===== src/rtl/fetch_stage_if.sv =====
// fetch_stage_if: memory request/response, redirect and decode handshake signals of the fetch stage
interface fetch_stage_if #(parameter int WORD_SIZE = 32);
    logic                 redirect;
    logic [31:0]          redirectPC;
    logic                 readEnable;
    logic [31:0]          readAddress;
    logic [WORD_SIZE-1:0] instruction;
    logic                 ready;
    logic                 busy;
    logic                 decValid;
    logic [WORD_SIZE-1:0] decInstr;
    logic [31:0]          decPC;
    logic                 decReady;
    modport master (
        input  redirect, redirectPC, instruction, ready, busy, decReady,
        output readEnable, readAddress, decValid, decInstr, decPC
    );
    modport slave (
        output redirect, redirectPC, instruction, ready, busy, decReady,
        input  readEnable, readAddress, decValid, decInstr, decPC
    );
endinterface


===== src/rtl/fetch_stage.sv =====
// fetch_stage: PC owner issuing one-at-a-time memory reads, buffering returned words for decode
module fetch_stage #(
    parameter logic [31:0] RESET_PC   = 32'h0000_0000,
    parameter int          FIFO_DEPTH = 2,
    parameter int          WORD_SIZE  = 32
) (
    input logic           clk,
    input logic           reset,
    fetch_stage_if.master bus
);
    localparam int PW = $clog2(FIFO_DEPTH);
    localparam int CW = PW + 1;
    typedef enum logic [1:0] {IDLE, WAIT, SQUASH} state_t;
    state_t               state_q, state_d;
    logic [31:0]          pc_q, pc_d, req_pc_q, req_pc_d;
    logic [WORD_SIZE-1:0] instr_q [FIFO_DEPTH];
    logic [WORD_SIZE-1:0] instr_d [FIFO_DEPTH];
    logic [31:0]          epc_q [FIFO_DEPTH];
    logic [31:0]          epc_d [FIFO_DEPTH];
    logic [PW-1:0]        rd_q, rd_d, wr_q, wr_d;
    logic [CW-1:0]        count_q, count_d;
    logic                 space, push, pop;
    always_comb begin
        // counting the outstanding request reserves its slot, so a push never overflows
        space           = (count_q + CW'(state_q != IDLE)) < CW'(FIFO_DEPTH);
        bus.readEnable  = state_q == IDLE && !bus.busy && space && !bus.redirect && !reset;
        bus.readAddress = pc_q;
        bus.decValid    = count_q != '0;
        bus.decInstr    = instr_q[rd_q];
        bus.decPC       = epc_q[rd_q];
        push            = state_q == WAIT && bus.ready && !bus.redirect;
        pop             = bus.decValid && bus.decReady;
        instr_d         = instr_q;
        epc_d           = epc_q;
        if (push) begin
            instr_d[wr_q] = bus.instruction;
            epc_d[wr_q]   = req_pc_q;
        end
        rd_d     = bus.redirect ? '0 : rd_q + PW'(pop);
        wr_d     = bus.redirect ? '0 : wr_q + PW'(push);
        count_d  = bus.redirect ? '0 : count_q + CW'(push) - CW'(pop);
        pc_d     = bus.redirect ? bus.redirectPC : bus.readEnable ? pc_q + 32'd4 : pc_q;
        req_pc_d = bus.readEnable ? pc_q : req_pc_q;
        state_d  = state_q == IDLE ? (bus.readEnable ? WAIT : IDLE)
                 : bus.ready ? IDLE : bus.redirect ? SQUASH : state_q;
    end
    always_ff @(posedge clk) begin
        if (reset) begin
            state_q  <= IDLE;
            pc_q     <= RESET_PC;
            req_pc_q <= '0;
            instr_q  <= '{default: '0};
            epc_q    <= '{default: '0};
            rd_q     <= '0;
            wr_q     <= '0;
            count_q  <= '0;
        end else begin
            state_q  <= state_d;
            pc_q     <= pc_d;
            req_pc_q <= req_pc_d;
            instr_q  <= instr_d;
            epc_q    <= epc_d;
            rd_q     <= rd_d;
            wr_q     <= wr_d;
            count_q  <= count_d;
        end
    end
endmodule


===== src/flat_wrapper.sv =====
// flat-port wrapper written by rule: the top's interface ports become plain ports
module fetch_stage_flat 
#(
    parameter logic [31:0] RESET_PC   = 32'h0000_0000,
    parameter int          FIFO_DEPTH = 2,
    parameter int          WORD_SIZE  = 32
)
  (clk, reset, bus_redirect, bus_redirectPC, bus_instruction, bus_ready, bus_busy, bus_decReady, bus_readEnable, bus_readAddress, bus_decValid, bus_decInstr, bus_decPC);
  fetch_stage_if #(.WORD_SIZE(WORD_SIZE)) bus_i ();
  input logic clk;
  input logic reset;
  input wire logic [$bits(bus_i.redirect)-1:0] bus_redirect;
  input wire logic [$bits(bus_i.redirectPC)-1:0] bus_redirectPC;
  input wire logic [$bits(bus_i.instruction)-1:0] bus_instruction;
  input wire logic [$bits(bus_i.ready)-1:0] bus_ready;
  input wire logic [$bits(bus_i.busy)-1:0] bus_busy;
  input wire logic [$bits(bus_i.decReady)-1:0] bus_decReady;
  output wire logic [$bits(bus_i.readEnable)-1:0] bus_readEnable;
  output wire logic [$bits(bus_i.readAddress)-1:0] bus_readAddress;
  output wire logic [$bits(bus_i.decValid)-1:0] bus_decValid;
  output wire logic [$bits(bus_i.decInstr)-1:0] bus_decInstr;
  output wire logic [$bits(bus_i.decPC)-1:0] bus_decPC;
  assign bus_i.redirect = bus_redirect;
  assign bus_i.redirectPC = bus_redirectPC;
  assign bus_i.instruction = bus_instruction;
  assign bus_i.ready = bus_ready;
  assign bus_i.busy = bus_busy;
  assign bus_i.decReady = bus_decReady;
  assign bus_readEnable = bus_i.readEnable;
  assign bus_readAddress = bus_i.readAddress;
  assign bus_decValid = bus_i.decValid;
  assign bus_decInstr = bus_i.decInstr;
  assign bus_decPC = bus_i.decPC;
  fetch_stage #(.RESET_PC(RESET_PC), .FIFO_DEPTH(FIFO_DEPTH), .WORD_SIZE(WORD_SIZE)) u_core (.clk(clk), .reset(reset), .bus(bus_i));
endmodule

===== config.mk =====
export PLATFORM = sky130hd
export DESIGN_NAME = fetch_stage_flat
export DESIGN_NICKNAME = d
export VERILOG_FILES = /design/src/rtl/fetch_stage_if.sv /design/src/rtl/fetch_stage.sv /design/src/flat_wrapper.sv
export SDC_FILE = /design/constraint.sdc
export NUM_CORES = 1
export LEC_CHECK = 0
export CORE_ASPECT_RATIO = 1.4
export CORE_MARGIN = 2
export CORE_UTILIZATION = 52
export CTS_CLUSTER_SIZE = 30
export DETAILED_ROUTE_END_ITERATION = 16
export PLACE_DENSITY = 0.86
export RECOVER_POWER = 50
export SKIP_CTS_REPAIR_TIMING = 1
export SLEW_MARGIN = 20
export SYNTH_ARGS = -nofsm -noshare
export SYNTH_HDL_FRONTEND = slang
export SYNTH_SLANG_ARGS = --single-unit

===== constraint.sdc =====
create_clock -name clk -period 3.8 [get_ports clk]
set_clock_uncertainty 0.1 [all_clocks]
set_input_delay 0.76 -clock clk [delete_from_list [all_inputs] [get_ports clk]]
set_output_delay 0.76 -clock clk [all_outputs]
set_load 0.05 [all_outputs]

# Word level (Yosys, flattened, before mapping)
# Cells that the tools add are included.
# totals
reg_bits	198
output_inout_bits	98
word_cells	56
# classes
addsub	6
magnitude_cmp	4
n_eq_ne	1
muxes	16
bitwise_logic	2
reduce_logical	17
# ops
cell	count
32-bit two-way mux	9
64-bit bitwise mux	2
32-bit by 3-bit adder with 32-bit output (second input constant)	1
32-bit demux with 1-bit select	1
1-bit logical AND	8
2-bit two-way mux	3
2-bit nonzero test	3
2-bit by 1-bit adder with 2-bit output	2
2-bit >= comparator (second input constant)	2
1-bit NOT with 2-bit output	2
1-bit logical NOT	3
3-bit nonzero test	1
1-bit adder	2
2-bit by 1-bit equality test with 1-bit output (second input constant)	1
2-bit logical NOT	1
2-bit by 1-bit < comparator with 1-bit output (second input constant)	1
2-bit < comparator (second input constant)	1
2-bit OR reduction	1
2-bit by 1-bit subtractor with 2-bit output	1
1-bit two-way mux	1

# Longest topological paths before layout
# logic_depth
depth_word	8
mapped_depth	8
mapped_depth_nobuf	8

# Worst setup path after synthesis
# OpenSTA, ideal clock, no wires.
# synth_timing
path_type	input port to output port
startpoint	input bus_busy
endpoint	output bus_readEnable
arrival_ns	2.371
required_ns	2.940
setup_slack_ns	0.569
cell_stages	5
path_buffers	2
cell_sequence	or4_1 buf_2 or3_4 inv_2 clkbuf_1
# synth_between
elab_chain_cells	5
# synth_rtl
element	line_no	rtl
start, declared	flat_wrapper.sv:16	input wire logic [$bits(bus_i.busy)-1:0] bus_busy;
1-bit logical NOT	fetch_stage.sv:26	bus.readEnable = state_q == IDLE && !bus.busy && space && !bus.redirect && !reset;
1-bit logical AND (4 in series)	fetch_stage.sv:26	
end, declared	flat_wrapper.sv:18	output wire logic [$bits(bus_i.readEnable)-1:0] bus_readEnable;
# No other way between the ends.

# Final worst setup path
# Ends and elaborated chain as after synthesis.

==> results.sh <==
export IMPL_status="completed"
export IMPL_drive_above_1_share_pct=11.89
export IMPL_synth_largest_area_cell="dfxtp_1"
export IMPL_final_util_pct=68.88
export IMPL_worstPathMaxFanout=14
export IMPL_final_cell_mix="dfxtp_1, nor2_1, mux2i_1"
export IMPL_synth_top_area_share_pct=47.38
export IMPL_globalplace_congestion=0.8329
export IMPL_overflow=0
export IMPL_synthSimpleGateAreaFrac_pct=15.39
export IMPL_worstMarginPinSlew_ns=1.389
export IMPL_die_y_microns=154.1
export IMPL_layout_nets=1106
export IMPL_ys_warn_count=0
export IMPL_ys_seq_elements=198
export IMPL_intPower_mw=3.111
export IMPL_htreeDepth=4
export IMPL_yosys_area_share_adder_pct=0.7478
export IMPL_path_class="input pin to primary output"
export IMPL_synthTopCellsByArea="dfxtp_1, mux2i_1, mux2_2, nor2_1, nand2_1"
export IMPL_synthToLayoutAreaGrowth_pct=29.06
export IMPL_synth_fp_nets=962
export IMPL_synth_top_family_by_area="multiplexers"
export IMPL_final_setup_viol_count=0
export IMPL_grt_pass1_wl_microns=33950
export IMPL_synth_edf_count=0
export IMPL_ios=168
export IMPL_end_kind="primary output"
export IMPL_switching_power_mw=1.095
export IMPL_powerDensity_nw_per_um2=389.5
export IMPL_first_pass_iters=5
export IMPL_vias=6915
export IMPL_crit_path_cell_trace="dlygate4sd3_1 > or4_1 > or3_1 > inv_2 > buf_12"
export IMPL_crit_path_start_kind="input pin"
export IMPL_clk_latency_ns=0.43
export IMPL_syn_inst=887
export IMPL_min_from="u_core.bus.readAddress[0]$_SDFFE_PP0P_"
export IMPL_synth_compound_area_share_pct=6.910
export IMPL_clkPwrFrac_pct=40.6
export IMPL_final_common_cell="dfxtp_1"
export IMPL_seq_power_share_pct=51.0
export IMPL_antenna_cells=0
export IMPL_cts_root_buffer="clkbuf_16"
export IMPL_synthDistinctLibCells=40
export IMPL_hpwl_microns=13570
export IMPL_initial_core_util_pct=53.37
export IMPL_drt_total_wl_microns=20670
export IMPL_synth_async_reset_ratio_pct=0
export IMPL_die_area_sq_um=17130
export IMPL_fill_cells=1162
export IMPL_antenna_found_initial=0
export IMPL_rows=54
export IMPL_p_sw_share_pct=26.02
export IMPL_hold_violations=0
export IMPL_synthMuxAreaShare_pct=24.98
export IMPL_arrival_ns=2.60
export IMPL_finalMaxSlewViolations=0
export IMPL_core_area_sq_um=15680
export IMPL_max_vdd_ir_drop_v=0.0002801
export IMPL_critPathLaunch="bus_busy"
export IMPL_cts_sinks=198
export IMPL_worstReg2RegStart="u_core.state_q[1]$_SDFFE_PP0P_"
export IMPL_synth_xor_area_share_pct=1.152
export IMPL_routed_via_density=5.581
export IMPL_cts_buffers=17
export IMPL_slowest_stage="dlygate4sd3_1"
export IMPL_fmax_mhz=288.9
export IMPL_clk_pin_slew_worst_paths_ns=0.07
export IMPL_crit_required_ns=2.94
export IMPL_routedWlPerCell_microns=16.68
export IMPL_avgSynthCellArea_sq_um=9.431
export IMPL_clockBufferDepth=2
export IMPL_track_usage_pct=23.97
export IMPL_ys_seq_area_share_pct=47.38
export IMPL_drtAntennaViolNets=0
export IMPL_die_w_microns=111.2
export IMPL_cts_tree="yes"
export IMPL_portBuffers=167
export IMPL_drcViolationCount=0
export IMPL_rsz0062_at_grt="false"
export IMPL_min_period_ns=3.462
export IMPL_leakagePower_nw=3.801
export IMPL_grt_pass1_vias=6745
export IMPL_combPwrFrac_pct=8.4
export IMPL_slew_headroom_pct=7.422
export IMPL_max_stage_delay_ns=0.57
export IMPL_hold_class="register to register"
export IMPL_fin_setup_tns_ns=0
export IMPL_grt_max_degree=117
export IMPL_drt_iter0_drc=425
export IMPL_drv_cap=0
export IMPL_period_share_pct=91.09
export IMPL_ys_flop_type="dfxtp_1"
export IMPL_netlist_area_sq_um=8366
==> critical path, delay by kind of cell <==
kind / cells / cell delay [ns]
buffers and inverters: 3 / 1.05
AND/OR/NAND/NOR: 2 / 0.79
==> synth_stat cells (6+ instances only) <==
cell type / number
dfxtp_1: 198
nand2_1: 91
o311ai_0: 6
inv_1: 11
a31oi_1: 12
clkbuf_1: 49
xnor2_1: 8
mux2i_1: 130
o22ai_1: 8
and2_1: 10
nand3_1: 13
mux2_2: 69
nand4_1: 9
nor2_1: 137
o21ai_0: 6
a21oi_1: 56
buf_1: 9
nor3_1: 12
nor4_1: 6
or3_1: 6
==> worst paths after layout <==
| kind | end | slack, ns | cells past startpoint |
|---|---|---|---|
| worst max-delay path | bus_readEnable | 0.34 | 5 |
| worst min register to register | u_core.req_pc_q[0]$_SDFFE_PP0P_ | 0.38 | 2 |
| worst max register to register | u_core.bus.readAddress[4]$_SDFFE_PP0P_ | 1.08 | 7 |
| worst min-delay path | u_core.req_pc_q[0]$_SDFFE_PP0P_ | 0.38 | 2 |
==> power groups by stage <==
stage	registers, mW	logic [mW]	clock network (mW)
floorplan	2.25	0.129	0
global placement	2.19	0.357	0
detailed placement	2.19	0.360	0
CTS	2.15	0.363	1.74
global route	2.15	0.374	1.82
finish	2.15	0.353	1.71
==> per-stage QoR <==
| stage | worst slack (ns) | total power [mW] | instances | area, sq um | hold WS [ns] |
|---|---|---|---|---|---|
| after floorplan | 0.5686 | 2.382 | 887 | 8366 | 0.3486 |
| after global placement | 0.4174 | 2.549 | 1208 | 10300 | 0.3606 |
| after detailed placement | 0.3831 | 2.553 | 1208 | 10300 | 0.3661 |
| after CTS | 0.4703 | 4.245 | 1239 | 10860 | 0.3756 |
| after global routing | 0.2251 | 4.345 | 1239 | 10800 | 0.3954 |
| final | 0.3384 | 4.206 | 1239 | 10800 | 0.3753 |
==> cell families (layout without fill, tap and decap cells) <==
| family | Yosys count | in the layout |
|---|---|---|
| AO/OA/AOI/OAI | 99 | 99 |
| XOR/XNOR | 11 | 11 |
| adder cells (fa/ha/maj) | 5 | 5 |
| buffers and inverters | 75 | 231 |
| flip-flops | 198 | 198 |
| multiplexers | 200 | 200 |
| AND/OR/NAND/NOR | 299 | 299 |
==> flip-flops by register name (all words and copies together), names as in the netlist <==
register / flops
u_core.epc_q: 64
u_core.wr_q: 1
u_core.req_pc_q: 32
u_core.bus.readAddress: 32
u_core.count_q: 2
u_core.state_q: 2
u_core.instr_q: 64
u_core.rd_q: 1
==> area by class of cell <==
cell class / instances / area (sq um) / area share [%]
clock buffers: 17 / 425.4 / 3.940
well taps: 196 / 245.2 / 2.271
repair buffers: 188 / 1854 / 17.17
clock inverters: 14 / 135.1 / 1.252
multi-input cells: 614 / 4124 / 38.20
flip-flops and latches: 198 / 3968 / 36.75
inverters: 12 / 45.04 / 0.4172
==> per-layer routing <==
layer	vias to the layer above	global-route usage (%)	wire (microns)	share of wire (%)
li1	3340	-	-	-
met1	3312	28.94	8609	42
met3	32	5.361	1122	5.4
met5	-	0	0	0
met4	0	7.113	425	2.1
met2	231	42.62	10510	51
No activity file was read; power rests on OpenSTA's default activity.
